<file path="src/rtl/codificador_teclado.sv">
// Keypad front-end for the microwave input encoder: synchronizes ten raw
// digit lines, debounces press and release, rejects multi-key presses, and
// emits a BCD code with a one-cycle valid strobe per accepted press.
module codificador_teclado #(
    parameter int DEBOUNCE_CYCLES = 4,
    parameter int CNT_W           = 8
) (
    input  logic       clk,
    input  logic       rst,
    input  logic       enable,
    input  logic [9:0] keypad,
    output logic [3:0] bcd,
    output logic       valid,
    output logic       key_held
);

    typedef enum logic [2:0] {
        IDLE,
        DEBOUNCE,
        ACCEPT,
        HELD,
        RELEASE
    } state_t;

    localparam logic [CNT_W-1:0] CNT_MAX = CNT_W'(DEBOUNCE_CYCLES);
    localparam logic [CNT_W-1:0] CNT_ONE = CNT_W'(1);

    state_t           state;
    logic [9:0]       sync1;
    logic [9:0]       ks;
    logic [9:0]       cand;
    logic [CNT_W-1:0] cnt;
    logic [3:0]       cand_idx;
    logic             ks_single;

    // Two-flop synchronizer for the asynchronous key lines.
    always_ff @(posedge clk) begin
        if (rst) begin
            sync1 <= '0;
            ks    <= '0;
        end else begin
            sync1 <= keypad;
            ks    <= sync1;
        end
    end

    // Classify the synchronized pattern: exactly one key down.
    always_comb begin
        ks_single = (ks != '0) && ((ks & (ks - 10'd1)) == '0);
    end

    // Binary index of the candidate key (candidate is always one-hot).
    always_comb begin
        cand_idx = '0;
        for (int unsigned i = 0; i < 10; i++) begin
            if (cand[i]) cand_idx = 4'(i);
        end
    end

    // Press/release state machine with registered outputs.
    always_ff @(posedge clk) begin
        if (rst) begin
            state    <= IDLE;
            cand     <= '0;
            cnt      <= '0;
            bcd      <= '0;
            valid    <= 1'b0;
            key_held <= 1'b0;
        end else begin
            valid <= 1'b0;
            unique case (state)
                IDLE: begin
                    if (enable && ks_single) begin
                        cand  <= ks;
                        cnt   <= CNT_ONE;
                        state <= DEBOUNCE;
                    end
                end
                DEBOUNCE: begin
                    if ((ks != cand) || !enable) begin
                        cnt   <= '0;
                        state <= IDLE;
                    end else if (cnt == CNT_MAX) begin
                        // Outputs are loaded on entry so the strobe and code
                        // are visible during the ACCEPT cycle itself.
                        bcd      <= cand_idx;
                        valid    <= 1'b1;
                        key_held <= 1'b1;
                        cnt      <= '0;
                        state    <= ACCEPT;
                    end else begin
                        cnt <= cnt + 1'b1;
                    end
                end
                ACCEPT: begin
                    state <= HELD;
                end
                HELD: begin
                    if (ks == '0) begin
                        cnt   <= CNT_ONE;
                        state <= RELEASE;
                    end
                end
                RELEASE: begin
                    if (ks != '0) begin
                        cnt   <= '0;
                        state <= HELD;
                    end else if (cnt == CNT_MAX) begin
                        key_held <= 1'b0;
                        cnt      <= '0;
                        state    <= IDLE;
                    end else begin
                        cnt <= cnt + 1'b1;
                    end
                end
                default: begin
                    cnt   <= '0;
                    state <= IDLE;
                end
            endcase
        end
    end

endmodule
</file>
<file path="config.mk">
export PLATFORM = sky130hd
export DESIGN_NAME = codificador_teclado
export DESIGN_NICKNAME = d
export VERILOG_FILES = /design/src/rtl/codificador_teclado.sv
export SDC_FILE = /design/constraint.sdc
export NUM_CORES = 1
export LEC_CHECK = 0
export BUFFER_PORTS_ARGS = -buffer_cell sky130_fd_sc_hd__buf_4
export CORE_MARGIN = 1
export CORE_UTILIZATION = 37
export DETAILED_ROUTE_END_ITERATION = 6
export GPL_ROUTABILITY_DRIVEN = 1
export PLACE_DENSITY_LB_ADDON = 0.15
export SYNTH_ARGS = -nofsm -noshare
export SYNTH_HDL_FRONTEND = slang
export SYNTH_SLANG_ARGS = --single-unit
</file>
<file path="constraint.sdc">
create_clock -name clk -period 4.6 [get_ports clk]
set_clock_uncertainty 0.1 [all_clocks]
set_input_delay 0.92 -clock clk [delete_from_list [all_inputs] [get_ports clk]]
set_output_delay 0.92 -clock clk [all_outputs]
set_load 0.005 [all_outputs]
</file>
==> flow_summary.ini <==
[clock_tree]
cts_tree = yes
clk_latency_ns = 0.30
htree_levels = 2
tritoncts.num_buffers = 5
cts-root-buf = clkbuf_8
postCtsSetupBuffers = 0
path_clk_slew_ns = 0.09
clkSinkCount = 47
cts_resized = 0
clock_path_buffers = 2
hold_buffers = 0

[yosys]
synth_warnings = 0
ys_seq_elements = 47
synthCells = 238
synth_fa_ha_area_frac = 0.01122
synthesis.nets = 253
synthMuxAreaShare = 0.05387
synth_xor_xnor_area_share = 0.05107
synth_compound_gate_area_share = 0.1577
synth_simple_gate_area_frac = 0.2536
synth_top_family_by_area = simple AND/OR/NAND/NOR gates
synth_ff_type = dfxtp_1
synth-edff-count = 0
async_flop_share = 0
synth-seq-area-share = 0.4220
avgSynthCellArea_um2 = 9.368
yosysUniqueCellTypes = 54
synth_area_um2 = 2230

[placement]
dp_hpwl_um = 2823
port_buffers = 18
pre_cts_ws_ns = 1.781
place_congestion = 0.8040

[cells_and_area]
seq_area_um2 = 940.9
layout_commonest_cell = dfxtp_1
nFillCells = 586
diodes = 0
areaGrowthSynthToFinish_pct = 12.35
final_cell_mix = dfxtp_1, nor2_1, nor2b_1, buf_4, mux2i_1
fin_nets = 264
multi_input_area_um2 = 1176
layout-drive-gt1-share = 0.1680

[floorplan]
ios = 19
initial_core_util = 0.3952
fp.dieH_um = 79.63
core.rowCount = 27
core_area_um2 = 5642
fp.dieArea_um2 = 6340
die_w_um = 79.63

[critical_path]
crit_type = flip-flop to flip-flop
worstPathMaxFanout = 10
crit_arrival_ns = 2.80
critPathBufInv = 0
cp-start-kind = flip-flop
rrSetupSlack_ns = 1.87
crit_path_top_delay_cell = o21ai_1
r2r-end = cand[4]
critPathTopFamily = compound AO/OA/AOI/OAI gates
rr_startpoint = ks[1]
worstRegToRegCells = 6
max_stage_delay_ns = 0.89
worstPathCellList = or4_4, o21ai_2, a311oi_2, o21ai_1, mux2i_1, nor2_1
crit_required_ns = 4.67
end_kind = flip-flop

[grt]
grt_pass1_vias = 1533
grtUsageTotal = 0.1474
grt_max_degree = 49
grt_antenna_before_repair = 0
grt_pass1_wl_um = 7231
gr-total-overflow = 0

[drt]
via_per_inst = 5.134
wl_met3_um = 170
routed.top_layer = met4
wl_met1_um = 2098
routed-wl-met2_um = 1704
ant_nets = 0
detail_route.wl_per_cell_um = 12.57
num_vias = 1653
drc = 0
drtIter0Drc = 76
dr.pass1.iters = 6
wirelength_um = 4046

[flow_run]
maxCapViolations = 0

[sta]
setup_ws_ns = 1.873
finalMaxSlewViolations = 0
fmax_mhz = 366.6
tns_ns = 0
fin_crit_sh = 0.5929
setup_viol = 0
max-slew-margin-rel = 0.2535
fin_crit_ns = 2.727
rsz0062_at_grt = false
worst_pin_slew_ns = 1.112
final_hold_viol_count = 0

[power_and_ir_drop]
pwr_density_cell_nw_per_um2 = 373.3
vdd_drop_max_v = 0.0002239
leakage_uw = 0.001019

[hold_path]
hold_path.class = flip-flop to flip-flop
hold-path-cell-count = 1
whs_endpoint = ks[5]
hp-start = sync1[5]

[outcome]
status = finished clean
report_power, final:
| part | total (uW) | internal, uW | switching [uW] |
|---|---|---|---|
| Clock | 357 | 217 | 140 |
| Sequential | 443 | 422 | 21.0 |
| Combinational | 135 | 67.9 | 67.2 |
cells in the mapped netlist, types with 3 or more instances:
master | instances | share of area
a211oi_1 | 5 | 0.017
a21o_2 | 3 | 0.012
a21oi_1 | 8 | 0.018
and3_1 | 5 | 0.014
buf_2 | 3 | 0.0067
buf_4 | 3 | 0.010
clkbuf_1 | 5 | 0.0084
dfxtp_1 | 47 | 0.42
inv_1 | 7 | 0.012
mux2i_1 | 12 | 0.054
nand2_1 | 9 | 0.015
nand2b_1 | 5 | 0.014
nand3_1 | 5 | 0.011
nand4_1 | 4 | 0.011
nor2_1 | 24 | 0.040
nor2b_1 | 22 | 0.062
nor3_1 | 6 | 0.013
nor4b_1 | 3 | 0.012
o21ai_0 | 4 | 0.0090
or3_1 | 3 | 0.0084
xnor2_1 | 10 | 0.039
xor2_1 | 3 | 0.012
logic make-up (layout without fill, tap and decap cells):
family	Yosys count	count (layout)
buf+inv	21	33
xor+xnor	13	13
fa+ha+maj	2	2
compound gates	46	46
flops	47	47
mux	12	12
simple gates	97	97
metal layers:
metal | vias to the layer above | GRT usage
met5 | - | 0
met4 | 0 | 0.04727
met3 | 9 | 0.04571
li1 | 860 | -
met1 | 750 | 0.1957
met2 | 34 | 0.2256
worst max-delay path by stage:
stage,start,endpoint,slack [ns],cells past startpoint
after detailed placement,enable,cnt[7],1.78,7
final,ks[1],cand[4],1.87,6
after CTS,ks[1],cand[4],1.84,6
after global placement,enable,cnt[7],1.78,7
after global routing,ks[1],cand[4],1.66,6
after floorplan,enable,bcd[1],2.22,6
flip-flops by register name, indices dropped and copies added, names as in the netlist:
register / cells
bcd: 4
cand: 10
cnt: 8
key_held: 1
ks: 10
state: 3
sync1: 10
valid: 1
area by class of cell:
| class | instances | share of cell area |
|---|---|---|
| timing repair buffer | 18 | 0.05395 |
| multi-input combinational | 170 | 0.4695 |
| sequential | 47 | 0.3756 |
| clock buffer | 5 | 0.02747 |
| tap | 72 | 0.03596 |
| inverter | 7 | 0.01049 |
| clock inverter | 3 | 0.02697 |
metrics by stage:
step	utilization	power, uW	hold slack (ns)	cells	area [um2]
floorplan	-	562.6	0.3138	238	2230
global placement	0.4198	588.7	0.3187	314	2369
detailed placement	0.4198	588.7	0.3212	314	2369
CTS	0.4440	948.7	0.3421	322	2505
global route	0.4440	989.1	0.3640	322	2505
finish	0.4440	935.0	0.3368	322	2505
Power figures use the tool's default switching activity.
